[config.mk]
export PLATFORM = sky130hd
export DESIGN_NAME = systolic_skew_feeder
export DESIGN_NICKNAME = d
export VERILOG_FILES = /design/src/rtl/systolic_pkg.sv /design/src/rtl/systolic_operand_bank.sv /design/src/rtl/systolic_skew_feeder.sv
export SDC_FILE = /design/constraint.sdc
export NUM_CORES = 1
export LEC_CHECK = 0
export BUFFER_PORTS_ARGS = -buffer_cell sky130_fd_sc_hd__clkbuf_2
export CAP_MARGIN = 10
export CORE_MARGIN = 4
export CORE_UTILIZATION = 55
export CTS_BUF_LIST = sky130_fd_sc_hd__clkbuf_2
export DETAILED_ROUTE_END_ITERATION = 8
export PLACE_DENSITY = 0.78
export SYNTH_ARGS = -nofsm -noshare
export SYNTH_HDL_FRONTEND = slang
export SYNTH_SLANG_ARGS = --single-unit
export TNS_END_PERCENT = 50
[constraint.sdc]
create_clock -name clk -period 7.25 [get_ports clk]
set_clock_uncertainty 0.15 [all_clocks]
set_input_delay 2.175 -clock clk [delete_from_list [all_inputs] [get_ports clk]]
set_output_delay 2.175 -clock clk [all_outputs]
set_load 0.03 [all_outputs]
[src/rtl/systolic_pkg.sv]
// Shared definitions for the systolic array skew feeder.
package systolic_pkg;

    localparam int N_DEF  = 4;
    localparam int DW_DEF = 8;

    typedef enum logic [1:0] {
        IDLE  = 2'd0,
        CLEAR = 2'd1,
        RUN   = 2'd2,
        DONE  = 2'd3
    } state_t;

    // Number of injection cycles: the last operand pair reaches PE(N-1,N-1)
    // after 2(N-1) skew cycles plus N accumulation steps.
    function automatic int RUN_LEN(input int n);
        return 3 * n - 2;
    endfunction

endpackage

[src/rtl/systolic_operand_bank.sv]
// NxN operand register file: one synchronous write port, synchronous clear,
// every entry visible at once on a flat read bus (row-major, entry 0 in LSBs).
module systolic_operand_bank
    import systolic_pkg::*;
#(
    parameter int N  = N_DEF,
    parameter int DW = DW_DEF,
    localparam int IW = $clog2(N)
) (
    input  logic              clk,
    input  logic              rst,
    input  logic              wr_en,
    input  logic [IW-1:0]     wr_row,
    input  logic [IW-1:0]     wr_col,
    input  logic [DW-1:0]     wr_data,
    output logic [N*N*DW-1:0] rd
);

    logic [DW-1:0] mem [N][N];

    // Clear on reset; otherwise store one entry when the index is in range.
    always_ff @(posedge clk) begin
        if (rst) begin
            for (int i = 0; i < N; i++) begin
                for (int j = 0; j < N; j++) begin
                    mem[i][j] <= '0;
                end
            end
        end else if (wr_en && (int'(wr_row) < N) && (int'(wr_col) < N)) begin
            mem[wr_row][wr_col] <= wr_data;
        end
    end

    // Flatten the storage so the skew mux can reach every entry in parallel.
    always_comb begin
        rd = '0;
        for (int i = 0; i < N; i++) begin
            for (int j = 0; j < N; j++) begin
                rd[(i*N+j)*DW +: DW] = mem[i][j];
            end
        end
    end

endmodule

[src/rtl/systolic_skew_feeder.sv]
// Feeds operand matrices A (rows -> side inputs) and B (columns -> ceiling
// inputs) into an NxN systolic MAC array with diagonal skew.
//
//   state | meaning
//   IDLE  | waiting for start, operand writes accepted
//   CLEAR | one cycle with pe_en low to zero the PE accumulators
//   RUN   | cnt steps 0..3N-3, skewed operands driven onto the buses
//   DONE  | buses zero, PEs hold A x B, writes and a new start accepted
module systolic_skew_feeder
    import systolic_pkg::*;
#(
    parameter int N  = N_DEF,
    parameter int DW = DW_DEF,
    localparam int IW = $clog2(N),
    localparam int CW = $clog2(3*N-1)
) (
    input  logic            clk,
    input  logic            rst,
    input  logic            wr_en,
    input  logic            wr_sel,
    input  logic [IW-1:0]   wr_row,
    input  logic [IW-1:0]   wr_col,
    input  logic [DW-1:0]   wr_data,
    input  logic            start,
    output logic [N*DW-1:0] side_bus,
    output logic [N*DW-1:0] ceil_bus,
    output logic            pe_en,
    output logic            busy,
    output logic            done,
    output logic            result_valid
);

    localparam logic [CW-1:0] CNT_LAST = CW'(RUN_LEN(N) - 1);

    state_t            state;
    state_t            state_nx;
    logic [CW-1:0]     cnt;
    logic              done_r;
    logic              wr_ok;
    logic [N*N*DW-1:0] rd_a;
    logic [N*N*DW-1:0] rd_b;

    // A start in the same cycle wins over a write, so the run sees the old banks.
    assign wr_ok = wr_en && !start && ((state == IDLE) || (state == DONE));

    systolic_operand_bank #(.N(N), .DW(DW)) u_bank_a (
        .clk     (clk),
        .rst     (rst),
        .wr_en   (wr_ok && !wr_sel),
        .wr_row  (wr_row),
        .wr_col  (wr_col),
        .wr_data (wr_data),
        .rd      (rd_a)
    );

    systolic_operand_bank #(.N(N), .DW(DW)) u_bank_b (
        .clk     (clk),
        .rst     (rst),
        .wr_en   (wr_ok && wr_sel),
        .wr_row  (wr_row),
        .wr_col  (wr_col),
        .wr_data (wr_data),
        .rd      (rd_b)
    );

    // Next-state decode.
    always_comb begin
        state_nx = state;
        case (state)
            IDLE:    if (start) state_nx = CLEAR;
            CLEAR:   state_nx = RUN;
            RUN:     if (cnt == CNT_LAST) state_nx = DONE;
            DONE:    if (start) state_nx = CLEAR;
            default: state_nx = IDLE;
        endcase
    end

    // State, run counter and the single-cycle done pulse on entry to DONE.
    always_ff @(posedge clk) begin
        if (rst) begin
            state  <= IDLE;
            cnt    <= '0;
            done_r <= 1'b0;
        end else begin
            state  <= state_nx;
            cnt    <= ((state == RUN) && (state_nx == RUN)) ? cnt + 1'b1 : '0;
            done_r <= (state == RUN) && (state_nx == DONE);
        end
    end

    // Skew mux: at step t, row a gets A[a][t-a] and column a gets B[t-a][a].
    always_comb begin
        side_bus = '0;
        ceil_bus = '0;
        if (state == RUN) begin
            for (int a = 0; a < N; a++) begin
                for (int b = 0; b < N; b++) begin
                    if (int'(cnt) == a + b) begin
                        side_bus[a*DW +: DW] = rd_a[(a*N+b)*DW +: DW];
                        ceil_bus[a*DW +: DW] = rd_b[(b*N+a)*DW +: DW];
                    end
                end
            end
        end
    end

    assign pe_en        = (state == RUN) || (state == DONE);
    assign busy         = (state == CLEAR) || (state == RUN);
    assign done         = done_r;
    assign result_valid = (state == DONE);

endmodule

==> flow_metrics.env <==
export IMPL_run_status="complete, no violations"
export IMPL_worst_setup_path_end_kind="primary output"
export IMPL_grt_start_max_net_pins=77
export IMPL_final_hold_violation_count=0
export IMPL_ioPinCount=85
export IMPL_1st_pass_router_iterations=7
export IMPL_synth_top_cell_area_share_pct=61.23
export IMPL_critPathArrivalTime_ps=3520
export IMPL_core_region_area_mm2=0.02257
export IMPL_worst_hold_path_type="reg2reg"
export IMPL_vias=9417
export IMPL_path_class="reg2out"
export IMPL_number_of_buffers_inserted_by_post_cts_setup_repair=0
export IMPL_share_of_flip_flops_with_an_asynchronous_set_or_reset_after_synthesis_pct=0
export IMPL_postSynthNetCount=1109
export IMPL_initial_core_util_pct=55.62
export IMPL_tritoncts_num_buffers=61
export IMPL_seq_area_frac_synth_pct=62.35
export IMPL_post_layout_nonfiller_instances=1464
export IMPL_worst_rel_slew_slack_pct=20.15
export IMPL_detail_route_wirelength_met1_um=12990
export IMPL_cts_tree="yes"
export IMPL_floorplan_die_height_um=159.1
export IMPL_cts_hold_repair_buffers=0
export IMPL_cts_resized_gates=0
export IMPL_drc_errors=0
export IMPL_holdCritStartpoint="cnt[0]"
export IMPL_insertion_delay_ps=880
export IMPL_portBuffers=84
export IMPL_route_met2_wl_um=15970
export IMPL_cts_htree_levels=2
export IMPL_multi_input_gate_area_in_the_final_layout_mm2=0.004160
export IMPL_ff_latch_area_mm2=0.007829
export IMPL_layout_min_cycle_time_ps=5844
export IMPL_ys_flop_type="edfxtp_1"
export IMPL_worst_r2r_startpoint="state[0]"
export IMPL_hpwl_um=21160
export IMPL_post_synth_main_area_contributors="edfxtp_1, nor2_1, and3_1"
export IMPL_worst_r2r_setup_slack_ps=3940
export IMPL_globalplace_congestion=0.9078
export IMPL_worst_pin_slew_ps=1189
export IMPL_synth_edff_count=256
export IMPL_library_cell_occupying_the_most_area_in_the_post_synthesis_netlist="edfxtp_1"
export IMPL_synth_distinct_cells=49
export IMPL_cp_max_fo=32
export IMPL_vdd_ir_drop_max_v=0.0001526
export IMPL_timing_critical_path_required_ps=4930
export IMPL_clkTransAtPathRegs_ps=90
export IMPL_synth_area_mm2=0.01255
export IMPL_maxCapViolCount=0
export IMPL_report_final_setup_viol=0
export IMPL_num_rows=55
export IMPL_synth_ff_latch_count=263
export IMPL_timing_setup_tns_ps=0
export IMPL_fp_dieW_um=159.1
export IMPL_drt_wl_total_um=34230
export IMPL_floorplan_die_area_mm2=0.02531
export IMPL_vias_per_cell=6.432
export IMPL_top_layer_reached_by_signal_wires="met4"
export IMPL_clockBufferDepth=3
export IMPL_worstSetupStartpointType="register"
export IMPL_timing_hold_worst_endpoint="cnt[0]"
export IMPL_report_final_slew_viol_count=0
export IMPL_rr_endpoint="u_bank_a.mem[0][19]"
export IMPL_met3_wirelength_um=4243
export IMPL_cts_sink_count=263
export IMPL_setup_repair_after_global_routing_missed_its_margin="no"
export IMPL_routed_wire_length_per_instance_um=23.38
export IMPL_ctsRootBufferMaster="clkbuf_2"
export IMPL_syn_to_final_growth_pct=7.674
export IMPL_syn_avg_cell_area_um2=11.57
export IMPL_layout_worst_path_cycle_share_pct=80.61
export IMPL_detail_route_iter0_violations=1290
export IMPL_antenna_found_initial=1
export IMPL_p_leak_nw=5.208
export IMPL_synthesis_instances=1085
export IMPL_fmax_mhz=171.1
export IMPL_synthesis_yosys_warnings=0
export IMPL_dpl_cell_count=1362
export IMPL_finish_net_count=1164
export IMPL_grt_overflow=0
export IMPL_min_delay_path_depth=1
export IMPL_post_route_cells_drive_above_1_share_pct=19.10
export IMPL_grt_use_total_pct=26.34
export IMPL_first_pass_grt_wire_length_um=52340
export IMPL_worstRegToRegCells=5
export IMPL_num_fill_cells=1835
export IMPL_p_per_area_mw_per_mm2=237.9
export IMPL_grt_pass1_vias=9156
export IMPL_route_antenna_remaining_nets=0
==> worst max-delay path by stage <==
stage | depth (start not counted) | end | startpoint | slack, ps
2_1_floorplan | 7 | ceil_bus[14] | cnt[0] | 2950
3_3_place_gp | 4 | u_bank_a.mem[2][16] | rst | 2070
3_5_place_dp | 4 | u_bank_a.mem[0][19] | rst | 1970
4_1_cts | 7 | side_bus[9] | cnt[0] | 1420
5_1_grt | 5 | side_bus[11] | cnt[3] | 1260
6_report | 5 | side_bus[7] | cnt[3] | 1410
==> cell usage in the layout, fill, tap and decap left out, types with 6 or more instances in the layout <==
master,n
a211oi_1,16
a21o_1,26
a21oi_1,34
a221o_1,16
a31oi_1,16
a32o_1,8
and2_1,17
and3_1,82
buf_4,18
clkbuf_2,163
clkinv_1,18
dfxtp_1,6
edfxtp_1,256
inv_1,22
nand2_1,70
nand2b_1,7
nand3_1,13
nand3b_1,25
nor2_1,188
nor2_2,16
nor2b_1,25
nor3_1,6
o211a_1,16
o211ai_1,8
o21ai_0,9
o221a_2,8
o221ai_1,32
o32a_1,16
==> state kept, by name, indices dropped and copies added, names as in the netlist <==
signal	cells
u_bank_a.mem	128
u_bank_b.mem	128
cnt	4
state	2
done	1
==> final cells by class <==
type,count,share of cell area [%]
Timing Repair Buffer,102,4.110
Clock inverter,22,1.009
Sequential cell,263,57.91
Inverter,22,0.6109
Antenna cell,1,0.01851
Clock buffer,79,2.925
Multi-Input combinational cell,690,30.78
Tap cell,285,2.638
==> cell usage after synthesis (3+ instances only) <==
library cell	n
edfxtp_1	256
nor2_1	189
and3_1	82
nand2_1	70
clkbuf_1	68
a21oi_1	34
o221ai_1	32
a21o_1	26
buf_2	25
nand3b_1	25
nor2b_1	25
inv_1	22
and2_1	17
a211oi_1	16
a221o_1	16
a31oi_1	16
o211a_1	16
o32a_1	16
nor2_2	15
nand3_1	13
o21ai_0	9
a32o_1	8
buf_1	8
o211ai_1	8
o221a_2	8
dfxtp_1	7
ha_1	7
nand2b_1	7
buf_6	6
nor3_1	6
or2_2	4
a41o_1	3
nor4_1	3
or3_1	3
==> critical path, stage by stage, from the launching register on <==
cell,delay (ps)
dfxtp_1,790
buf_4,390
or3b_2,690
o221ai_1,190
a31oi_1,310
clkbuf_2,270
==> metrics by stage <==
step | total power, W | utilization (%) | hold slack, ps | setup slack, ps | instance area, µm²
floorplan | 0.002142 | - | 332.7 | 2953 | 12550
global placement | 0.002282 | 57.52 | 364.6 | 2067 | 12980
detailed placement | 0.002295 | 57.52 | 384.5 | 1973 | 12980
CTS | 0.003211 | 59.88 | 398.1 | 1420 | 13520
global route | 0.003336 | 59.89 | 421.8 | 1261 | 13520
finish | 0.003216 | 59.89 | 397.0 | 1406 | 13520
==> report_power, final <==
group	switching, W	internal (W)
sequential	0.0000238	0.00172
combinational	0.000382	0.000146
clock	0.000576	0.000367
==> cell families (layout without fill, tap and decap cells) <==
| family | count (synthesis) | count (layout) | synth area share (%) |
|---|---|---|---|
| xor gates and xnor gates | 2 | 2 | 0.1396 |
| AOI/OAI and AO/OA | 211 | 211 | 13.37 |
| adders and majority gates | 7 | 7 | 0.6976 |
| DFF | 263 | 263 | 62.35 |
| buffers and inverters | 132 | 225 | 4.624 |
| other | 0 | 1 | 0 |
| and+or+nand+nor | 470 | 470 | 18.82 |
==> layer usage <==
layer / GRT usage, % / up-vias
met5: 0 / -
met3: 5.980 / 91
met4: 9.034 / 0
met1: 35.86 / 4515
li1: - / 4157
met2: 42.27 / 654
(Power assumes the default switching activity.)
